[src/rtl/adc_input_capture_ctrl.sv]
// -----------------------------------------------------------------------------
// adc_input_capture_ctrl
//
// Capture sequencer for the adc_input IP. A start command captures exactly
// dsize samples, either from the ADC sample interface or from an internal
// ramp (cr_test), and emits them as one AXI4-Stream packet with TLAST on the
// final beat. sr_pc flags normal packet completion and stays set until the
// next accepted start. An abort ends capture early. Any beat already in the
// output register is still delivered, and sr_pc stays low.
//
// Build option:
//   ADC_INPUT_OVF_CNT_EN - when defined, adds the ovf_cnt port and a 16-bit
//                          saturating counter of dropped ADC samples. The
//                          counter clears on each accepted start.
//
// Ports:
//   ACLK            in   clock
//   ARESETN         in   asynchronous active-low reset
//   start           in   one-cycle pulse, begins a packet (IDLE only)
//   abort           in   one-cycle pulse, terminates capture early
//   cr_test         in   ramp test-pattern select, sampled at start
//   dsize[31:0]     in   samples per packet, sampled at start (0 = ignored)
//   adc_data        in   ADC sample
//   adc_valid       in   ADC sample valid (no backpressure)
//   M_AXIS_TDATA    out  stream data
//   M_AXIS_TVALID   out  stream valid
//   M_AXIS_TLAST    out  last beat of packet
//   M_AXIS_TREADY   in   downstream ready
//   busy            out  sequencer not idle
//   sr_pc           out  packet complete (sticky)
//   ovf_cnt[15:0]   out  dropped-sample count (ADC_INPUT_OVF_CNT_EN only)
// -----------------------------------------------------------------------------
module adc_input_capture_ctrl #(
  parameter int unsigned DATA_W = 16
) (
  input  logic              ACLK,
  input  logic              ARESETN,
  input  logic              start,
  input  logic              abort,
  input  logic              cr_test,
  input  logic [31:0]       dsize,
  input  logic [DATA_W-1:0] adc_data,
  input  logic              adc_valid,
  output logic [DATA_W-1:0] M_AXIS_TDATA,
  output logic              M_AXIS_TVALID,
  output logic              M_AXIS_TLAST,
  input  logic              M_AXIS_TREADY,
  output logic              busy,
  output logic              sr_pc
`ifdef ADC_INPUT_OVF_CNT_EN
  ,
  output logic [15:0]       ovf_cnt
`endif
);

  localparam int unsigned CNT_W = 32;
  localparam int unsigned OVF_W = 16;

  typedef enum logic [1:0] {
    IDLE    = 2'd0,
    CAPTURE = 2'd1,
    DRAIN   = 2'd2
  } state_e;

  state_e             state_q;
  state_e             state_nx;

  logic [CNT_W-1:0]   dsize_q;
  logic               test_q;
  logic [CNT_W-1:0]   cnt_q;
  logic               abort_q;

  logic               hs_c;
  logic               room_c;
  logic               src_ok_c;
  logic [DATA_W-1:0]  src_data_c;
  logic               is_last_c;
  logic               start_ok_c;
  logic               capturing_c;
  logic               accept_c;
  logic               abort_set_c;
  logic               done_c;

  // Handshake / acceptance qualifiers
  always_comb begin
    hs_c        = M_AXIS_TVALID & M_AXIS_TREADY;
    // Output register can take a new beat if empty or emptying this cycle
    room_c      = ~M_AXIS_TVALID | M_AXIS_TREADY;
    // Ramp source is always available; ADC source only when adc_valid
    src_ok_c    = test_q | adc_valid;
    src_data_c  = test_q ? DATA_W'(cnt_q) : adc_data;
    is_last_c   = (cnt_q == (dsize_q - CNT_W'(1)));
    start_ok_c  = (state_q == IDLE) & start & ~abort & (dsize != '0);
    // An abort in this cycle already blocks acceptance
    capturing_c = (state_q == CAPTURE) & ~abort;
    accept_c    = capturing_c & src_ok_c & room_c;
  end

  // State register
  always_ff @(posedge ACLK or negedge ARESETN) begin
    if (!ARESETN) begin
      state_q <= IDLE;
    end else begin
      state_q <= state_nx;
    end
  end

  // Next-state logic
  always_comb begin
    state_nx    = state_q;
    abort_set_c = 1'b0;
    done_c      = 1'b0;
    case (state_q)
      IDLE: begin
        if (start_ok_c) begin
          state_nx = CAPTURE;
        end
      end
      CAPTURE: begin
        if (abort) begin
          // No beat left behind after this edge: straight back to idle
          if (room_c) begin
            state_nx = IDLE;
          end else begin
            state_nx    = DRAIN;
            abort_set_c = 1'b1;
          end
        end else if (accept_c && is_last_c) begin
          state_nx = DRAIN;
        end
      end
      DRAIN: begin
        if (hs_c) begin
          state_nx = IDLE;
          done_c   = ~abort_q & ~abort;
        end else if (abort) begin
          abort_set_c = 1'b1;
        end
      end
      default: begin
        state_nx = IDLE;
      end
    endcase
  end

  // Packet context, output register and status
  always_ff @(posedge ACLK or negedge ARESETN) begin
    if (!ARESETN) begin
      dsize_q       <= '0;
      test_q        <= 1'b0;
      cnt_q         <= '0;
      abort_q       <= 1'b0;
      M_AXIS_TDATA  <= '0;
      M_AXIS_TVALID <= 1'b0;
      M_AXIS_TLAST  <= 1'b0;
      busy          <= 1'b0;
      sr_pc         <= 1'b0;
    end else begin
      busy <= (state_nx != IDLE);

      if (start_ok_c) begin
        dsize_q <= dsize;
        test_q  <= cr_test;
        cnt_q   <= '0;
        abort_q <= 1'b0;
        sr_pc   <= 1'b0;
      end

      if (accept_c) begin
        cnt_q         <= cnt_q + CNT_W'(1);
        M_AXIS_TDATA  <= src_data_c;
        M_AXIS_TVALID <= 1'b1;
        M_AXIS_TLAST  <= is_last_c;
      end else if (hs_c) begin
        M_AXIS_TVALID <= 1'b0;
        M_AXIS_TLAST  <= 1'b0;
      end

      if (abort_set_c) begin
        abort_q <= 1'b1;
      end

      if (done_c) begin
        sr_pc <= 1'b1;
      end
    end
  end

`ifdef ADC_INPUT_OVF_CNT_EN
  logic drop_c;

  // ADC sample offered while capturing but the output register is full
  always_comb begin
    drop_c = capturing_c & ~test_q & adc_valid & ~room_c;
  end

  // Saturating drop counter
  always_ff @(posedge ACLK or negedge ARESETN) begin
    if (!ARESETN) begin
      ovf_cnt <= '0;
    end else if (start_ok_c) begin
      ovf_cnt <= '0;
    end else if (drop_c && (ovf_cnt != '1)) begin
      ovf_cnt <= ovf_cnt + OVF_W'(1);
    end
  end
`endif

endmodule

[config.mk]
export PLATFORM = sky130hd
export DESIGN_NAME = adc_input_capture_ctrl
export DESIGN_NICKNAME = d
export VERILOG_FILES = /design/src/rtl/adc_input_capture_ctrl.sv
export SDC_FILE = /design/constraint.sdc
export NUM_CORES = 1
export LEC_CHECK = 0
export ABC_AREA = 0
export CAP_MARGIN = 25
export CORE_ASPECT_RATIO = 1.5
export CORE_MARGIN = 3
export CORE_UTILIZATION = 35
export DETAILED_ROUTE_END_ITERATION = 10
export SLEW_MARGIN = 0
export SYNTH_ARGS = -nofsm -noshare
export SYNTH_HDL_FRONTEND = slang
export SYNTH_SLANG_ARGS = --single-unit
[constraint.sdc]
create_clock -name ACLK -period 3.3 [get_ports ACLK]
set_input_delay 0.495 -clock ACLK [delete_from_list [all_inputs] [get_ports ACLK]]
set_output_delay 0.495 -clock ACLK [all_outputs]
set_load 0.01 [all_outputs]
==> results.md <==
- Status: finished clean
- Overflow left after global routing: 0
- MaxCap Viol Count: 0
- CTS buffer count: 9
- DRT Wirelength: 14700 um
- Later-pin clock latency in the skew report: 0.35 ns
- Max-slew headroom: 0.522
- Wire per inst: 17.7 um
- Clock Pin Slew Worst Setup and Hold Paths: 0.06 ns
- Number of synthesized flops with an enable pin: 0
- Area contributors post-synth: dfrtp_1 43%, mux2_2 7.4%, mux2i_1 5.4%
- Most frequent cell after synthesis: dfrtp_1
- GPL Wtd Cong: 0.877
- Cell row count: 53
- Vias: 4403
- WP data required: 3.54 ns
- Fmax: 317 MHz
- Core area: 14300 um^2
- Share of layout cells above drive strength 1: 0.186
- Hold Vio Cnt, Final: 0
- CP Capture Type: register
- Starting Density: 0.362
- LEAKAGE: 2.76 nW
- Syn. warnings: 0
- Netlist area before placement: 5160 um^2
- Post-DP HPWL: 11500 um
- First-pass GRT wire length: 23700 um
- Clk sink count: 88
- Initial antenna violation count: 0
- Die Y: 155 um
- Period Utilization, post-route: 0.955
- Worst Skew: 0.00406 ns
- Clock share of power: 0.227
- Post-Route Setup TNS: 0 ns
- Starting DRT DRC Count: 172
- Syn nets: 595
- Largest net degree at the start of global routing: 54
- Power share of the combinational group: 0.413
- IO buf count: 74
- # nets final: 697
- Endpoints failing setup: 0
- CTS tree: yes
- Drt pass-1 iters: 4
- Worst vdd ir: 0.329 mV
- Post-synth top area share: 0.426
- Reg power frac: 0.360
- Final design utilization: 0.474
- Register area share after synthesis: 0.426
- Mean area per synthesized cell: 9.67 um^2
- Clk buf depth: 2
- Sw Ratio: 0.369
- Final Cell Area: 6750 um^2
- Synth top cells by count: 88 x dfrtp_1, 57 x nand2_1, 52 x o21ai_0, 39 x nand3_1, 34 x mux2_2
- Post-Syn Instances: 534
- Least-Margin Pin Slew: 0.717 ns
- Htree depth: 3
- Clock root buffer: clkbuf_16
- Worst hold path class: input pin to asynchronous set/reset pin
- DP Worst Slack: -0.0479 ns
- Avg Vias per Cell: 5.29
- ANT cells: 0
- Routed Antenna Nets: 0
- Ys flop type: dfrtp_1
- Vias in the first global route: 4535
- Sw Pwr: 1.84 mW
- P per Cell Area: 741 nW/um^2
- Die Area: 16300 um^2
- Overall routing resource usage: 0.186
- Critical Path Fanout Max: 6
- Worst EP arrival: 3.39 ns
- Max-slew violations: 0
- DP Area: 6340 um^2
- DRC viols: 0
- Fill count: 1353
- Crit path launch type: register
- Area Overhead vs Synth: 30.7%
- Post-synth ARST share: 1.00
- I/O pin cnt: 75
- Tmin final: 3.15 ns
- Internal power: 3.16 mW
- Worst Setup Slack, final: 0.150 ns
- Netlist cell types: 60
- Crit Path Class: register to register
- Post-synth top area cell: dfrtp_1
- Chip Width: 105 um
- Post-CTS Hold Buffers: 0
- Yosys reg bits: 88
- Tot Pwr: 5.00 mW
layout by cell type, fill, tap and decap left out, types with 3 or more instances in the layout:
master,instances
a31oi_1,3
inv_1,10
o21ai_0,52
xnor2_1,29
nor4_2,3
nor2_1,27
dfrtp_1,87
nor3_1,10
nor2b_1,3
ha_1,5
a21oi_1,8
and2_1,4
o211ai_1,4
or2_2,3
and3_1,8
clkdlybuf4s50_1,73
or3_1,4
o2111ai_1,3
nand2_1,57
o31ai_1,3
nor4_1,16
nand4_1,13
clkbuf_16,9
nand3_1,39
xor2_1,14
mux2_2,33
mux2i_1,28
buf_4,42
stage by stage:
step / std cells / hold WS (ns)
finish: 833 / 0.185
global route: 833 / 0.240
CTS: 831 / 0.221
detailed placement: 815 / 0.474
global placement: 815 / 0.469
floorplan: 534 / 0.199
worst paths after layout:
check / to / slack (ns) / start / cells after the start
hold reg to reg: abort_q / 0.49 / abort_q / 2
max in group asynchronous: dsize_q[0] / 2.34 / ARESETN / 2
hold / removal: M_AXIS_TDATA[15] / 0.19 / ARESETN / 1
min in group ACLK: abort_q / 0.49 / abort_q / 2
setup / recovery: busy / 0.15 / dsize_q[11] / 9
setup reg to reg: busy / 0.15 / dsize_q[11] / 9
worst max-delay path, stage by stage (launching register included):
cell     delay, ns
dfrtp_1       0.48
nor3_1        0.40
nand4_4       0.21
or3_4         0.47
nor3b_2       0.19
xnor2_1       0.15
nand4_1       0.11
or4_4         0.55
a41o_1        0.25
or2_1         0.22
timing repair:
| item | 4_1_cts | 5_1_grt |
|---|---|---|
| setup endpoints to repair | 1 | 3 |
| pin swaps | 1 | 6 |
| gates resized for setup | 0 | 14 |
| endpoints found under the hold margin | 0 | 0 |
| buffers inserted | 0 | 2 |
kinds of logic (layout without fill, tap and decap cells):
logic type      count (synthesis)  count (layout)  share of synthesized area
mux                            62              62                      0.128
fa+ha+maj                       6               6                     0.0145
simple gates                  212             212                      0.225
compound gates                 88              88                      0.103
buf+inv                        35             142                     0.0303
flops                          88              88                      0.426
xor+xnor                       43              43                     0.0729
power groups by stage:
stage | Combinational (mW) | Clock [mW] | Sequential (mW)
final | 2.07 | 1.14 | 1.80
after global placement | 1.99 | 0 | 1.80
after CTS | 2.03 | 1.16 | 1.79
after detailed placement | 2.02 | 0 | 1.81
after global routing | 2.26 | 1.20 | 1.85
after floorplan | 1.15 | 0 | 1.78
layer usage:
metal / vias up / GRT usage / wire [um]
met4: 0 / 0.0813 / 393
met3: 25 / 0.0301 / 363
met1: 2163 / 0.203 / 5600
met5: - / 0 / 0
met2: 78 / 0.348 / 8370
li1: 2137 / - / -
area by class of cell:
class | count | area, um^2 | area share
Clock inverter | 4 | 76.3 | 0.0113
Timing Repair Buffer | 116 | 1070 | 0.158
Tap cell | 192 | 240 | 0.0356
Inverter | 10 | 37.5 | 0.00556
Sequential cell | 88 | 2200 | 0.326
Clock buffer | 12 | 246 | 0.0365
Multi-Input combinational cell | 411 | 2880 | 0.427
sequential cells by signal, summed over array words and instances (netlist names):
register and cells:
M_AXIS_TDATA 16, M_AXIS_TLAST 1, M_AXIS_TVALID 1, abort_q 1, busy 1, cnt_q 32, dsize_q 32, sr_pc 1
state_q 2, test_q 1
Power figures use the tool's default switching activity.
